--- src/rtl/watch_pkg.sv ---
// watch_pkg: shared watch types, field limits and wrap helpers used by the alarm and the timekeeper
package watch_pkg;
  typedef enum logic [2:0] {IDLE, SETH, SETM, RING, SNOOZE} alm_state_e;
  localparam int HRS_MAX = 23;
  localparam int MS_MAX = 59;
  function automatic logic [6:0] plus1(input logic [6:0] v, input logic [6:0] max);
    return (v >= max) ? 7'd0 : v + 7'd1;
  endfunction
  function automatic logic [6:0] minus1(input logic [6:0] v, input logic [6:0] max);
    return (v == 7'd0) ? max : v - 7'd1;
  endfunction
endpackage

--- src/rtl/alm_field_adj.sv ---
// alm_field_adj: wrapping up/down register for one alarm field (0..MAX)
// clk, rst (sync active-low) ; en gates edits ; inc/dec step by one, both together hold ; val is the field value
module alm_field_adj
  import watch_pkg::*;
#(
  parameter int WIDTH = 6,
  parameter int MAX = 59,
  parameter int RST = 0
) (
  input  logic             clk,
  input  logic             rst,
  input  logic             en,
  input  logic             inc,
  input  logic             dec,
  output logic [WIDTH-1:0] val
);
  always_ff @(posedge clk)
    if (!rst) val <= WIDTH'(RST);
    else if (en && (inc ^ dec))
      val <= WIDTH'(inc ? plus1(7'(val), 7'(MAX)) : minus1(7'(val), 7'(MAX)));
endmodule

--- src/rtl/watch_alarm_ctrl.sv ---
// watch_alarm_ctrl: alarm setting, time match and ring/snooze/dismiss sequencing for the wrist-watch core
// clk, rst (sync active-low) ; hrs/min/sec/time_run from the timekeeper ; alarm_en level enable
// alarm_set/next/inc/dec edit buttons ; snooze/dismiss user requests
// alm_hrs/alm_min alarm setting ; buzzer ring output ; editing 01 hours / 10 minutes
// snooze_cnt snoozes used this event ; missed sticky ring-timeout flag
module watch_alarm_ctrl
  import watch_pkg::*;
#(
  parameter int RING_SECS = 60,
  parameter int SNOOZE_SECS = 300,
  parameter int MAX_SNOOZE = 3,
  parameter int ALM_H_RST = 6,
  parameter int ALM_M_RST = 0,
  localparam int TW = $clog2(RING_SECS > SNOOZE_SECS ? RING_SECS : SNOOZE_SECS),
  localparam int CW = $clog2(MAX_SNOOZE + 1)
) (
  input  logic          clk,
  input  logic          rst,
  input  logic [4:0]    hrs,
  input  logic [5:0]    min,
  input  logic [5:0]    sec,
  input  logic          time_run,
  input  logic          alarm_en,
  input  logic          alarm_set,
  input  logic          next,
  input  logic          inc,
  input  logic          dec,
  input  logic          snooze,
  input  logic          dismiss,
  output logic [4:0]    alm_hrs,
  output logic [5:0]    alm_min,
  output logic          buzzer,
  output logic [1:0]    editing,
  output logic [CW-1:0] snooze_cnt,
  output logic          missed
);
  localparam logic [TW-1:0] RING_LD = TW'(RING_SECS - 1);
  localparam logic [TW-1:0] SNZ_LD = TW'(SNOOZE_SECS - 1);
  alm_state_e state, state_n;
  logic [TW-1:0] timer, timer_n;
  logic [CW-1:0] cnt_n;
  logic missed_n, match;
  assign match = alarm_en & time_run & (hrs == alm_hrs) & (min == alm_min) & (sec == 6'd0);
  alm_field_adj #(.WIDTH(5), .MAX(HRS_MAX), .RST(ALM_H_RST)) u_hrs (
    .clk(clk), .rst(rst), .en(state == SETH && !next), .inc(inc), .dec(dec), .val(alm_hrs)
  );
  alm_field_adj #(.WIDTH(6), .MAX(MS_MAX), .RST(ALM_M_RST)) u_min (
    .clk(clk), .rst(rst), .en(state == SETM && !next), .inc(inc), .dec(dec), .val(alm_min)
  );
  always_comb begin
    state_n = state;
    timer_n = timer;
    cnt_n = snooze_cnt;
    missed_n = missed & ~alarm_set & ~dismiss;
    case (state)
      IDLE:
        if (alarm_set) state_n = SETH;
        else if (match) begin
          state_n = RING;
          timer_n = RING_LD;
          cnt_n = '0;
        end
      SETH: state_n = alarm_set ? IDLE : next ? SETM : SETH;
      SETM: state_n = (alarm_set || next) ? IDLE : SETM;
      RING:
        if (!alarm_en || dismiss) state_n = IDLE;
        else if (snooze && snooze_cnt < CW'(MAX_SNOOZE)) begin
          state_n = SNOOZE;
          timer_n = SNZ_LD;
          cnt_n = snooze_cnt + CW'(1);
        end else if (timer == '0) begin
          state_n = IDLE;
          missed_n = 1'b1;
        end else timer_n = timer - TW'(1);
      SNOOZE:
        if (!alarm_en || dismiss) state_n = IDLE;
        else if (timer == '0) begin
          state_n = RING;
          timer_n = RING_LD;
        end else timer_n = timer - TW'(1);
      default: state_n = IDLE;
    endcase
  end
  // buzzer is a registered decode of the current state, so it follows RING one edge later
  always_ff @(posedge clk)
    if (!rst) begin
      state <= IDLE;
      timer <= '0;
      snooze_cnt <= '0;
      missed <= 1'b0;
      buzzer <= 1'b0;
      editing <= 2'b00;
    end else begin
      state <= state_n;
      timer <= timer_n;
      snooze_cnt <= cnt_n;
      missed <= missed_n;
      buzzer <= state == RING;
      editing <= state_n == SETH ? 2'b01 : state_n == SETM ? 2'b10 : 2'b00;
    end
endmodule
--- config.mk ---
export PLATFORM = sky130hd
export DESIGN_NAME = watch_alarm_ctrl
export DESIGN_NICKNAME = d
export VERILOG_FILES = /design/src/rtl/watch_pkg.sv /design/src/rtl/alm_field_adj.sv /design/src/rtl/watch_alarm_ctrl.sv
export SDC_FILE = /design/constraint.sdc
export NUM_CORES = 1
export LEC_CHECK = 0
export BUFFER_PORTS_ARGS = -buffer_cell sky130_fd_sc_hd__buf_2
export CAP_MARGIN = 20
export CORE_ASPECT_RATIO = 1.75
export CORE_MARGIN = 2
export CORE_UTILIZATION = 25
export DETAILED_ROUTE_END_ITERATION = 10
export HOLD_SLACK_MARGIN = 0.02
export PLACE_DENSITY = 0.54
export SLEW_MARGIN = 20
export SYNTH_ARGS = -nofsm -noshare
export SYNTH_HDL_FRONTEND = slang
export SYNTH_SLANG_ARGS = --single-unit
--- constraint.sdc ---
create_clock -name clk -period 3.1 [get_ports clk]
set_clock_uncertainty 0.2 [all_clocks]
set_input_delay 0.62 -clock clk [delete_from_list [all_inputs] [get_ports clk]]
set_output_delay 0.62 -clock clk [all_outputs]
set_load 0.01 [all_outputs]
# Word-level counts from Yosys, hierarchy flattened
# Cells that the tools add are included.
# Widths: inputs -> output; s select.
[classes] add_sub_neg=6 n_lt_le_gt_ge=3 eq_ne=14 mux=36 n_bitwise=10 n_reduce_logical=19
[op_table] op="$mux 9" count=7
[op_table] op="$pmux 9 s3" count=1
[op_table] op="$mux 3" count=7
[op_table] op="$mux 6" count=3
[op_table] op="$mux 2" count=8
[op_table] op="$mux 5" count=3
[op_table] op="$pmux 3 s5" count=1
[op_table] op="$logic_not 6->1" count=2
[op_table] op="$ne 2x2->1 const B" count=5
[op_table] op="$eq 3x2->1 const B" count=3
[op_table] op="$logic_not 9->1" count=1
[op_table] op="$sub 9x1->9 const B" count=1
[op_table] op="$add 6x1->6 const B" count=1
[op_table] op="$and 1x1->1" count=6
[op_table] op="$eq 3x1->1 const B" count=2
[op_table] op="$eq 6x6->1" count=1
[op_table] op="$ge 6x6->1 const B" count=1
[op_table] op="$reduce_and 6->1" count=1
[op_table] op="$sub 6x1->6 const B" count=1
[op_table] op="$add 5x1->5 const B" count=1
[op_table] op="$eq 5x5->1" count=1
[op_table] op="$ge 5x5->1 const B" count=1
[op_table] op="$logic_and 1x1->1" count=5
[op_table] op="$logic_not 5->1" count=1
[op_table] op="other kinds (16)" count=24
[word_totals] regBits=29 input_bits=27 output_inout_bits=17 wordCells=97

# Logic depth before layout (Yosys ltp)
# Gate-level depths: netlist of run 1.
[logic_depth] word_depth=10 depth_mapped=8 mapped_depth_nobuf=8

# Modules after synthesis
# A second synthesis of run 1 with hierarchy kept.
[unflattened] cells_unflattened=286 area_unflattened_um2=2333.5
[by_module_without_submodules] module="watch_alarm_ctrl" instances=1 cells_each=164 area_per_inst_um2=1326.3
[by_module_without_submodules] module="alm_field_adj at u_min" instances=1 cells_each=72 area_per_inst_um2=599.3
[by_module_without_submodules] module="alm_field_adj at u_hrs" instances=1 cells_each=50 area_per_inst_um2=407.9

# Least setup slack after synthesis of run 1
# No wires, ideal clock.
[synth_timing] kind="input-to-reg" start="input sec[3]" end="register timer[4]" setup_time_ns=0.116 arrival_ns=2.178 slack_ns=0.606 stages=7 path_buffers=1 path_cell_list="or4_4 -> nor4_2 -> nand4_1 -> a21boi_2 -> buf_6 -> a21oi_1 -> a41o_2"
[synth_via] elab_chain_cells=4
[synth_rtl] item="start, declared" line="watch_alarm_ctrl.sv:21" source="input logic [5:0] sec,"
[synth_rtl] item="$logic_not 6->1" line="watch_alarm_ctrl.sv:43" source="assign match = alarm_en & time_run & (hrs == alm_hrs) & (min == alm_min) & (sec == 6'd0);"
[synth_rtl] item="$and 1x1->1" line="watch_alarm_ctrl.sv:43"
[synth_rtl] item="$ne 2x2->1 (no source line)"
[synth_rtl] item="$reduce_and 6->1 (no source line)"
[synth_rtl] item="end signal, assigned" line="watch_alarm_ctrl.sv:95" source="timer <= timer_n;"
[synth_rtl] item="end, declared" line="watch_alarm_ctrl.sv:40" source="logic [TW-1:0] timer, timer_n;"
# Every way passes these cells.
# A chain may end at the register's enable or synchronous reset.

# Final worst setup path of run 1
# Ends and elaborated chain as after synthesis.

==> impl_results.rst, run 1 <==
.. list-table::
   :header-rows: 1

   * - Metric
     - Value
   * - Result of the run
     - finished, final reports clean
   * - Launching element type of the critical path
     - primary input
   * - Die Footprint
     - 8961 sq um
   * - Post-detail-place hpwl
     - 4.588 mm
   * - Worst slew slack as a fraction of its limit
     - 56.80%
   * - Gate Count Post-Synth
     - 270
   * - Portion of total power attributed to combinational logic
     - 14.6%
   * - RSZ-0062 raised after global routing
     - no
   * - Clock network latency to the later pin of the worst-skew pair
     - 0.28 ns
   * - Maximum fanout encountered on the critical timing path
     - 12
   * - Number of distinct standard cells referenced by the synthesized netlist
     - 60
   * - Placed cell count
     - 392
   * - DRC violation count after routing
     - 0
   * - Clock sinks
     - 29
   * - TritonCTS clock tree
     - done
   * - Avg Cell Area, Syn
     - 7.586 sq um
   * - Delay of the slowest critical-path stage
     - 0.52 ns
   * - Buffers inserted by post-CTS timing repair
     - 0
   * - Final core utilization
     - 31.14%
   * - Worst Hold Class
     - reg -> reg
   * - Top-level I/O count
     - 44
   * - Power density over cell area
     - 414.1 nW/um^2
   * - Final wirelength
     - 5.977 mm
   * - Achievable clock frequency
     - 408.0 MHz
   * - Share of total power in sequential cells
     - 38.9%
   * - Area grow syn2layout
     - 21.08%
   * - Worst EP required
     - 3.07 ns
   * - Global route overflow
     - 0
   * - Max cap viols
     - 0
   * - Number of nets in the synthesized netlist
     - 305
   * - Final estimated routing congestion in global placement
     - 0.8426
   * - Slowest cell on crit path
     - sky130_fd_sc_hd__or4_4
   * - DIE WIDTH
     - 72.42 microns
   * - Clk pwr share
     - 46.5%
   * - Total number of vias
     - 2106
   * - Clock-pin slew on the worst setup and hold paths
     - 0.05 ns
   * - Cell chain of the critical path
     - buf_2 -> or4_4 -> nor4_2 -> nand4_1 -> a21boi_2 -> buf_4 -> a21oi_1 -> a41o_2
   * - CP top delay family
     - simple AND/OR/NAND/NOR gates
   * - Initial Util
     - 25.72%
   * - Sequential area share after synthesis
     - 28.34%
   * - Final TNS setup
     - 0 ns
   * - Hold_buf cts
     - 0
   * - Maximum clock insertion buffer count
     - 2
   * - Initial drt markers
     - 65
   * - Global-route wire length before repair
     - 9.901 mm
   * - Post-synthesis sequential element count
     - 29
   * - Number of cells upsized or downsized after cts
     - 0
   * - Antenna violations before repair
     - 0
   * - Final hold viol count
     - 0
   * - Synthesis warning total
     - 0
   * - Maximum ir drop on the vdd rail
     - 0.1770 mV
   * - Die Y-Extent
     - 123.7 microns
   * - Count of input and output buffers
     - 43
   * - Detail-routed net length per standard cell
     - 14.98 microns
   * - Number of pins exceeding their max-slew limit in the final report
     - 0
   * - Type of element capturing the critical path
     - register
   * - Final worst-path cycle share
     - 79.07%
   * - All-Layer GR Usage
     - 14.33%
   * - Net switching power figure
     - 0.2652 mW
   * - Switching part of the total power
     - 25.82%
   * - Per-cell via count in the routed design
     - 5.278
   * - First-pass iteration count of the detailed router
     - 4
   * - Via count of the first global-routing pass
     - 2044
   * - Total leakage power
     - 1.028 nW
   * - Layout cell share with drive strength beyond 1
     - 20.71%
   * - Inserted Diodes
     - 0
   * - Final Setup Violations
     - 0
   * - Critical path type
     - in -> reg
   * - Placeable core region
     - 7963 sq um
   * - Buffering stage count on the worst path with inverters included
     - 2
   * - Clk Tree Root Cell
     - sky130_fd_sc_hd__clkbuf_16
   * - Ys async rst share
     - 0%
   * - Crit path arrival time
     - 2.42 ns
   * - Final Instance Count excl. Fillers
     - 399
   * - EDFF count, synth
     - 0
   * - Internal Power
     - 0.7617 mW
   * - WHS
     - 0.2854 ns
   * - Post-synthesis cell area
     - 2048 sq um
   * - Predominant post-synthesis flop cell
     - sky130_fd_sc_hd__dfxtp_1
   * - Final worst path period need
     - 2.451 ns
   * - DRT antenna net count
     - 0
   * - Total number of H-tree levels
     - 2
   * - Worst Max-Slew Pin Slew
     - 0.6441 ns
   * - Pin count of the biggest net entering global routing
     - 19
   * - Nets
     - 344
   * - Inserted Clock Buffers
     - 5
   * - Standard-cell row count
     - 43
## synth_stat cells, types with 5 or more instances
master / number / share of area [%]
sky130_fd_sc_hd__nor2_1: 33 / 6.0
sky130_fd_sc_hd__nor3_1: 15 / 3.7
sky130_fd_sc_hd__inv_1: 10 / 1.8
sky130_fd_sc_hd__nand4_1: 5 / 1.5
sky130_fd_sc_hd__nand3_1: 5 / 1.2
sky130_fd_sc_hd__a21oi_1: 19 / 4.6
sky130_fd_sc_hd__ha_1: 8 / 4.9
sky130_fd_sc_hd__xor2_1: 13 / 5.6
sky130_fd_sc_hd__o21ai_0: 19 / 4.6
sky130_fd_sc_hd__nand2b_1: 5 / 1.5
sky130_fd_sc_hd__clkbuf_1: 12 / 2.2
sky130_fd_sc_hd__dfxtp_1: 29 / 28
sky130_fd_sc_hd__nand2_1: 19 / 3.5
## cell type report
type,instances,area [sq um]
Timing Repair Buffer,46,237.7
Multi-Input combinational cell,215,1361
Clock buffer,7,142.6
Sequential cell,29,580.6
Fill cell,882,5483
Tap cell,90,112.6
Inverter,12,45.04
## layer usage
layer	share of wire, %	track usage [%]	vias up
met4	1.9	5.903	0
met5	0	0	-
met1	39	15.46	992
met3	3.7	2.670	9
li1	-	-	1055
met2	55	26.78	50
## path summary, 6_finish.rpt
path | start | to | slack [ns] | cells past startpoint
worst min-delay path | snooze_cnt[1] | snooze_cnt[1] | 0.29 | 2
worst max register to register | timer[5] | timer[6] | 0.69 | 6
worst max-delay path | sec[3] | timer[4] | 0.65 | 8
worst min register to register | snooze_cnt[1] | snooze_cnt[1] | 0.29 | 2
## worst register-to-register path, stage by stage, from the launching register on
cell,delay [ns]
sky130_fd_sc_hd__dfxtp_1,0.34
sky130_fd_sc_hd__nor4_1,0.54
sky130_fd_sc_hd__a41oi_1,0.32
sky130_fd_sc_hd__or2_2,0.42
sky130_fd_sc_hd__nand2_1,0.23
sky130_fd_sc_hd__nor4_1,0.09
sky130_fd_sc_hd__o21a_1,0.17
## layout by cell type (no fill, tap or decap), drive strengths merged, types with 3 or more instances in the layout
| cell | synthesis | routed |
|---|---|---|
| nand4 | 5 | 5 |
| a21oi | 20 | 20 |
| nor3b | 3 | 3 |
| nor2b | 4 | 4 |
| mux2i | 3 | 3 |
| a22oi | 3 | 3 |
| a21boi | 5 | 5 |
| o21a | 3 | 3 |
| or3 | 3 | 3 |
| nor3 | 15 | 15 |
| buf | 2 | 46 |
| nand3 | 5 | 5 |
| o21ai | 19 | 19 |
| xor2 | 13 | 13 |
| dfxtp | 29 | 29 |
| nor4 | 5 | 5 |
| a211oi | 5 | 5 |
| clkbuf | 12 | 7 |
| inv | 10 | 10 |
| a31oi | 4 | 4 |
| nand2b | 5 | 5 |
| nor2 | 34 | 34 |
| ha | 8 | 8 |
| nand2 | 19 | 19 |
| nand3b | 3 | 3 |
## sequential cells by signal, indices dropped and copies added (netlist names)
name / cells
u_min.val: 6
missed: 1
u_hrs.val: 5
timer: 9
state: 3
editing: 2
buzzer: 1
snooze_cnt: 2
## kinds of logic after synthesis
group	count (synthesis)	synth area share, %
AND/OR/NAND/NOR	114	29.26
multiplexers	4	2.016
buffers and inverters	26	5.192
flip-flops	29	28.34
XOR/XNOR	14	5.987
adder cells (fa/ha/maj)	8	4.887
AO/OA/AOI/OAI	75	24.31
## through the flow
stage | total power [mW] | setup slack [ns] | instance area (sq um)
6_report | 1.027 | 0.6488 | 2480
5_1_grt | 1.070 | 0.5226 | 2480
4_1_cts | 1.037 | 0.6509 | 2480
3_5_place_dp | 0.5576 | 0.3699 | 2337
3_3_place_gp | 0.5551 | 0.3712 | 2337
2_1_floorplan | 0.5061 | 0.6059 | 2048
## power groups by stage
stage / Combinational [mW] / Clock (mW) / Sequential, mW
finish: 0.150 / 0.477 / 0.399
detailed placement: 0.151 / 0 / 0.407
global placement: 0.149 / 0 / 0.407
floorplan: 0.104 / 0 / 0.402
CTS: 0.151 / 0.487 / 0.399
global route: 0.169 / 0.501 / 0.401
Note: power is estimated with default switching activity, not from simulation.
==> run 2: changes to the inputs <==
- ABC_AREA: default -> 1
- PLACE_DENSITY: 0.54 -> 0.53
- clock period: 3.1 -> 2.55 ns (I/O delays scaled with it)
==> run 2 against run 1 <==
Effect of this change: core utilization shrank 0.11 points; critical path depth grew 1; cell area grew 13%; count of clock-buffer cells in the layout is the same; wire length grew 18%; sequential share of layout area shrank 2.7 points.
==> impl_results.rst, run 2 <==
.. list-table::
   :header-rows: 1

   * - Metric
     - Value
   * - Most frequent cell after synthesis
     - sky130_fd_sc_hd__nand2_1
   * - Type of element capturing the critical path
     - register
   * - Largest register FFs
     - 9
   * - Slowest cell on crit path
     - sky130_fd_sc_hd__dfxtp_1
   * - Pin count of the biggest net entering global routing
     - 18
   * - Final worst path period need
     - 2.001 ns
   * - Cell taking the most area after synthesis
     - sky130_fd_sc_hd__dfxtp_1
   * - Buffers inserted by post-CTS timing repair
     - 0
   * - All-Layer GR Usage
     - 14.81%
   * - Result of the run
     - finished, final reports clean
   * - Delay of the slowest critical-path stage
     - 0.34 ns
   * - Antenna violations before repair
     - 0
   * - Inserted Diodes
     - 0
   * - Global route overflow
     - 0
   * - Avg Cell Area, Syn
     - 6.136 sq um
   * - Predominant post-synthesis flop cell
     - sky130_fd_sc_hd__dfxtp_1
   * - Placeable core region
     - 9036 sq um
   * - Max cap viols
     - 0
   * - Cell count of the worst hold path
     - 2
   * - Post-detail-place hpwl
     - 5.761 mm
   * - Synthesis warning total
     - 0
   * - Number of pins exceeding their max-slew limit in the final report
     - 0
   * - Final estimated routing congestion in global placement
     - 0.9048
   * - Initial drt markers
     - 117
   * - Via count of the first global-routing pass
     - 2476
   * - Maximum ir drop on the vdd rail
     - 0.2580 mV
   * - Initial Util
     - 25.46%
   * - Worst Max-Slew Pin Slew
     - 0.4860 ns
   * - Achievable clock frequency
     - 499.9 MHz
   * - Global-route wire length before repair
     - 11.54 mm
   * - Final Setup Violations
     - 0
   * - Leading registers by flop count
     - timer (9), u_min.val (6), u_hrs.val (5)
   * - Top-level I/O count
     - 44
   * - Design Power
     - 1.570 mW
   * - Number of nets in the synthesized netlist
     - 410
   * - Final TNS setup
     - 0 ns
   * - Leading cell types by count after synthesis
     - 88 x sky130_fd_sc_hd__nand2_1, 57 x sky130_fd_sc_hd__nor2_1, 48 x sky130_fd_sc_hd__inv_1
   * - Worst Hold Class
     - reg -> reg
   * - Nets
     - 454
   * - TritonCTS clock tree
     - done
   * - DIE WIDTH
     - 76.52 microns
   * - Area grow syn2layout
     - 21.86%
   * - Critical path type
     - reg -> reg
   * - Total number of H-tree levels
     - 2
   * - Most used cell, CP
     - sky130_fd_sc_hd__nor2_1
   * - Total number of vias
     - 2509
   * - DRC violation count after routing
     - 0
   * - Per-cell via count in the routed design
     - 4.646
   * - Worst EP required
     - 2.52 ns
   * - Hold_buf cts
     - 0
   * - Die Footprint
     - 10020 sq um
   * - Gate Count Post-Synth
     - 375
   * - Clock sinks
     - 29
   * - DRT antenna net count
     - 0
   * - Count of input and output buffers
     - 43
   * - Post-synthesis sequential element count
     - 29
   * - Number of cells upsized or downsized after cts
     - 0
   * - Ys async rst share
     - 0%
   * - First-pass iteration count of the detailed router
     - 4
   * - Standard-cell row count
     - 46
   * - Post-synthesis cell area
     - 2301 sq um
   * - Maximum fanout encountered on the critical timing path
     - 12
   * - Final worst-path cycle share
     - 78.45%
   * - Register ranked first by flip-flop count
     - timer
   * - Detail-routed net length per standard cell
     - 13.02 microns
   * - Cells taking the most area after synthesis
     - sky130_fd_sc_hd__dfxtp_1 25%, sky130_fd_sc_hd__nand2_1 14%, sky130_fd_sc_hd__nor2_1 9.3%
   * - Inserted Clock Buffers
     - 5
   * - Final core utilization
     - 31.03%
   * - Clock-pin slew on the worst setup and hold paths
     - 0.05 ns
   * - Launching element type of the critical path
     - register
   * - Fill cells
     - 1046
   * - Layout cell share with drive strength beyond 1
     - 17.86%
   * - Die Y-Extent
     - 130.9 microns
   * - Final hold viol count
     - 0
   * - Crit path arrival time
     - 1.97 ns
   * - Sequential area share after synthesis
     - 25.23%
   * - EDFF count, synth
     - 0
   * - Maximum clock insertion buffer count
     - 2
   * - Number of distinct standard cells referenced by the synthesized netlist
     - 36
   * - Worst slew slack as a fraction of its limit
     - 67.42%
   * - Final wirelength
     - 7.032 mm
   * - Most common cell after layout, fill and taps aside
     - sky130_fd_sc_hd__nand2_1
   * - Power density over cell area
     - 559.8 nW/um^2
   * - Clk Tree Root Cell
     - sky130_fd_sc_hd__clkbuf_16
   * - RSZ-0062 raised after global routing
     - no
   * - Fraction of post-synthesis cell area in the top cell type by area
     - 25.23%
   * - Cell chain of the critical path
     - ha_1 -> nor2_1 -> inv_1 -> nand3_1 -> nand2_1 -> nor2_4 -> nand2_4 -> o21ai_0 -> nor2_1
   * - Clock network latency to the later pin of the worst-skew pair
     - 0.29 ns
   * - Worst reg2reg path depth
     - 9
   * - Commonest cells after routing, fill and taps aside
     - 88 x sky130_fd_sc_hd__nand2_1, 57 x sky130_fd_sc_hd__nor2_1, 48 x sky130_fd_sc_hd__inv_1
   * - Total leakage power
     - 1.421 nW
-- run 2: cell count changes after synthesis, sizes merged, moves of 6 or more --
cell    previous run  this run
nand2             19        94
inv               10        56
nand3              5        34
nor2              34        63
nor3              15         3
clkbuf            12         3
nand4              5        11
-- run 2: path summary, 6_finish.rpt --
check | startpoint | to | slack [ns]
setup / recovery | snooze_cnt[0] | timer[4] | 0.55
hold reg to reg | missed | missed | 0.27
hold / removal | missed | missed | 0.27
setup reg to reg | snooze_cnt[0] | timer[4] | 0.55
-- run 2: report_power, final --
group	total [mW]	leakage, nW	switching, mW	internal, mW
Combinational	0.353	1.10	0.229	0.124
Sequential	0.507	0.236	0.0291	0.478
Clock	0.710	0.0841	0.223	0.488
Total	1.57	1.42	0.481	1.09
-- run 2: worst max-delay path, delay by kind of cell, from the launching register on --
family | cells | cell delay, ns
simple gates | 6 | 0.78
flops | 1 | 0.34
compound gates | 1 | 0.23
buf+inv | 1 | 0.16
fa+ha+maj | 1 | 0.20
-- run 2: cell type report --
cell class                      instances  area, sq um  share of cell area [%]
Sequential cell                        29        580.6                   20.71
Multi-Input combinational cell        282         1464                   52.21
Tap cell                              120        150.1                   5.355
Clock inverter                          1        30.03                   1.071
Timing Repair Buffer                   44        222.7                   7.943
Clock buffer                            7        142.6                   5.087
Inverter                               57        214.0                   7.631
-- run 2: kinds of logic after synthesis --
| group | Yosys count | share of synthesized area, % |
|---|---|---|
| AOI/OAI and AO/OA | 54 | 13.81 |
| xor gates and xnor gates | 14 | 5.329 |
| adders and majority gates | 8 | 4.350 |
| buffers and inverters | 64 | 11.15 |
| DFF | 29 | 25.23 |
| and+or+nand+nor | 206 | 40.13 |
-- run 2: metal layers --
| metal | vias up | routed length (microns) | GRT usage (%) |
|---|---|---|---|
| li1 | 1296 | - | - |
| met4 | 0 | 289 | 10.48 |
| met3 | 20 | 220 | 2.266 |
| met2 | 58 | 4018 | 30.40 |
| met1 | 1135 | 2504 | 12.85 |
| met5 | - | 0 | 0 |
-- run 2: stage by stage --
step	cells	hold WS (ns)	instance area, sq um	setup slack [ns]
6_report	540	0.2676	2804	0.5494
5_1_grt	540	0.3255	2804	0.3181
4_1_cts	540	0.2734	2804	0.5279
2_1_floorplan	375	0.2533	2301	0.7917
3_5_place_dp	532	0.2653	2631	0.4587
3_3_place_gp	532	0.2581	2631	0.4943
==> run 3: changes to the inputs <==
- clock period: 2.55 -> 2.05 ns (I/O delays scaled with it)
==> run 3 against run 2 <==
Effect of this change: sequential cell count is the same; hold slack lost 0.069 ns; wire length shrank 0.24%; cell count grew 1.3%; die area is the same; power grew 15%; core utilization grew 0.47 points; critical path type unchanged; highest routed layer unchanged.
==> impl_results.rst, run 3 (synthesized netlist as in run 2, its figures left out) <==
.. list-table::
   :header-rows: 1

   * - Metric
     - Value
   * - RSZ-0062 raised after global routing
     - no
   * - Worst slew slack as a fraction of its limit
     - 66.62%
   * - Largest register FFs
     - 9
   * - Clk Tree Root Cell
     - sky130_fd_sc_hd__clkbuf_16
   * - Switching part of the total power
     - 31.94%
   * - Launching element type of the critical path
     - register
   * - Delay of the slowest critical-path stage
     - 0.33 ns
   * - Nets
     - 462
   * - Result of the run
     - finished, final reports clean
   * - Detail-routed net length per standard cell
     - 12.82 microns
   * - Placeable core region
     - 9036 sq um
   * - TritonCTS clock tree
     - done
   * - Area grow syn2layout
     - 23.71%
   * - Leading registers by flop count
     - timer (9), u_min.val (6), u_hrs.val (5)
   * - Final core utilization
     - 31.50%
   * - Top-level I/O count
     - 44
   * - Portion of total power attributed to combinational logic
     - 24.5%
   * - Final Setup Violations
     - 0
   * - Die Footprint
     - 10020 sq um
   * - Number of pins exceeding their max-slew limit in the final report
     - 0
   * - Final hold viol count
     - 0
   * - Internal Power
     - 1.233 mW
   * - All-Layer GR Usage
     - 14.92%
   * - Via count of the first global-routing pass
     - 2467
   * - Initial drt markers
     - 113
   * - Final TNS setup
     - 0 ns
   * - Clock sinks
     - 29
   * - Achievable clock frequency
     - 529.5 MHz
   * - Total number of H-tree levels
     - 2
   * - Worst Hold Class
     - in -> reg
   * - Pin count of the biggest net entering global routing
     - 18
   * - Global-route wire length before repair
     - 11.63 mm
   * - Maximum ir drop on the vdd rail
     - 0.2988 mV
   * - Global route overflow
     - 0
   * - M1 GR Usage
     - 13.42%
   * - DIE WIDTH
     - 76.52 microns
   * - DRT antenna net count
     - 0
   * - Met2 Track Usage GR
     - 31.49%
   * - Buffers inserted by post-CTS timing repair
     - 0
   * - Total leakage power
     - 1.449 nW
   * - Maximum clock insertion buffer count
     - 2
   * - Post-detail-place hpwl
     - 5.609 mm
   * - First-pass iteration count of the detailed router
     - 4
   * - Most common cell after layout, fill and taps aside
     - sky130_fd_sc_hd__nand2_1
   * - Slowest cell on crit path
     - sky130_fd_sc_hd__dfxtp_1
   * - Final critical-path setup slack
     - 0.1615 ns
   * - Crit path arrival time
     - 1.86 ns
   * - Commonest cells after routing, fill and taps aside
     - 88 x sky130_fd_sc_hd__nand2_1, 56 x sky130_fd_sc_hd__nor2_1, 48 x sky130_fd_sc_hd__inv_1
   * - Per-cell via count in the routed design
     - 4.605
   * - Cell chain of the critical path
     - ha_1 -> nor2_2 -> inv_1 -> nand3_1 -> nand2_1 -> nor2_4 -> nand2_4 -> o21ai_0 -> nor2_1
   * - Final worst-path cycle share
     - 92.12%
   * - Final worst path period need
     - 1.889 ns
   * - Global routing's busiest layer
     - met2
   * - Total number of vias
     - 2519
   * - Register ranked first by flip-flop count
     - timer
   * - Worst EP required
     - 2.02 ns
   * - Clk pwr share
     - 40.8%
   * - Die Y-Extent
     - 130.9 microns
   * - Register-to-Register Setup Slack
     - 0.16 ns
   * - Maximum fanout encountered on the critical timing path
     - 12
   * - Clock-pin slew on the worst setup and hold paths
     - 0.05 ns
   * - Power density over cell area
     - 636.2 nW/um^2
   * - Worst slack, placed
     - 0.03613 ns
   * - Layout cell share with drive strength beyond 1
     - 20.37%
   * - Inserted Diodes
     - 0
   * - Net switching power figure
     - 0.5784 mW
   * - Final estimated routing congestion in global placement
     - 0.9283
   * - Count of input and output buffers
     - 43
   * - Global routing usage on met3
     - 2.679%
   * - Fill cells
     - 1026
   * - Standard-cell row count
     - 46
   * - Area of all placed cells without fillers
     - 2846 sq um
   * - Antenna violations before repair
     - 0
   * - Clock network latency to the later pin of the worst-skew pair
     - 0.28 ns
   * - DRC violation count after routing
     - 0
   * - Max cap viols
     - 0
   * - Inserted Clock Buffers
     - 5
   * - Worst Max-Slew Pin Slew
     - 0.4980 ns
   * - Share of total power in sequential cells
     - 34.8%
   * - Critical path type
     - reg -> reg
   * - Design Power
     - 1.811 mW
   * - Placed cell area
     - 2691 sq um
   * - Type of element capturing the critical path
     - register
   * - Initial Util
     - 25.46%
   * - Final wirelength
     - 7.015 mm
## run 3: cell types whose count changed in the layout (fill, tap and decap cells not counted)
cell and change:
sky130_fd_sc_hd__buf_4 +8, sky130_fd_sc_hd__dfxtp_1 -4, sky130_fd_sc_hd__dfxtp_2 +4, sky130_fd_sc_hd__bufinv_16 -1, sky130_fd_sc_hd__nand2_2 -1, sky130_fd_sc_hd__nand2_4 +1, sky130_fd_sc_hd__nor2_1 -1, sky130_fd_sc_hd__nor2_2 +1
## run 3: power groups by stage
stage	Sequential [mW]	Clock, mW	Combinational, mW
finish	0.630	0.738	0.443
global placement	0.641	0	0.435
CTS	0.629	0.749	0.439
floorplan	0.637	0	0.312
global route	0.633	0.777	0.504
detailed placement	0.641	0	0.435
## run 3: timing repair
action                                  in CTS  in global routing
gates resized for setup                      0                  6
endpoints found under the setup margin       0                 12
hold buffers                                 0                  0
## run 3: final cells by class
| type | instances | area [sq um] | share of cell area [%] |
|---|---|---|---|
| sequential | 29 | 585.6 | 20.57 |
| multi-input combinational | 282 | 1471 | 51.69 |
| inverter | 57 | 214.0 | 7.516 |
| tap | 120 | 150.1 | 5.275 |
| timing repair buffer | 52 | 282.8 | 9.934 |
| clock buffer | 7 | 142.6 | 5.011 |
## run 3: worst max-delay path: cells and delay by family, from the launching register on
kind                       cells  cell delay [ns]
and+or+nand+nor                6             0.72
AOI/OAI and AO/OA              1             0.18
buffers and inverters          1             0.14
DFF                            1             0.33
adders and majority gates      1             0.21
## run 3: path summary, 6_finish.rpt
path | cells past startpoint | start | to
hold reg to reg | 2 | missed | missed
setup reg to reg | 9 | snooze_cnt[0] | timer[4]
hold / removal | 4 | dismiss | missed
setup / recovery | 9 | snooze_cnt[0] | timer[4]
## run 3: metal layers
metal | wire length (microns) | vias up
li1 | - | 1318
met2 | 3993 | 51
met4 | 188 | 0
met3 | 211 | 16
met1 | 2622 | 1134
met5 | 0 | -
## run 3: metrics by stage
step	hold slack, ns	cells
global placement	0.2702	540
floorplan	0.2533	375
detailed placement	0.2869	540
CTS	0.1915	547
finish	0.1990	547
global route	0.2020	547
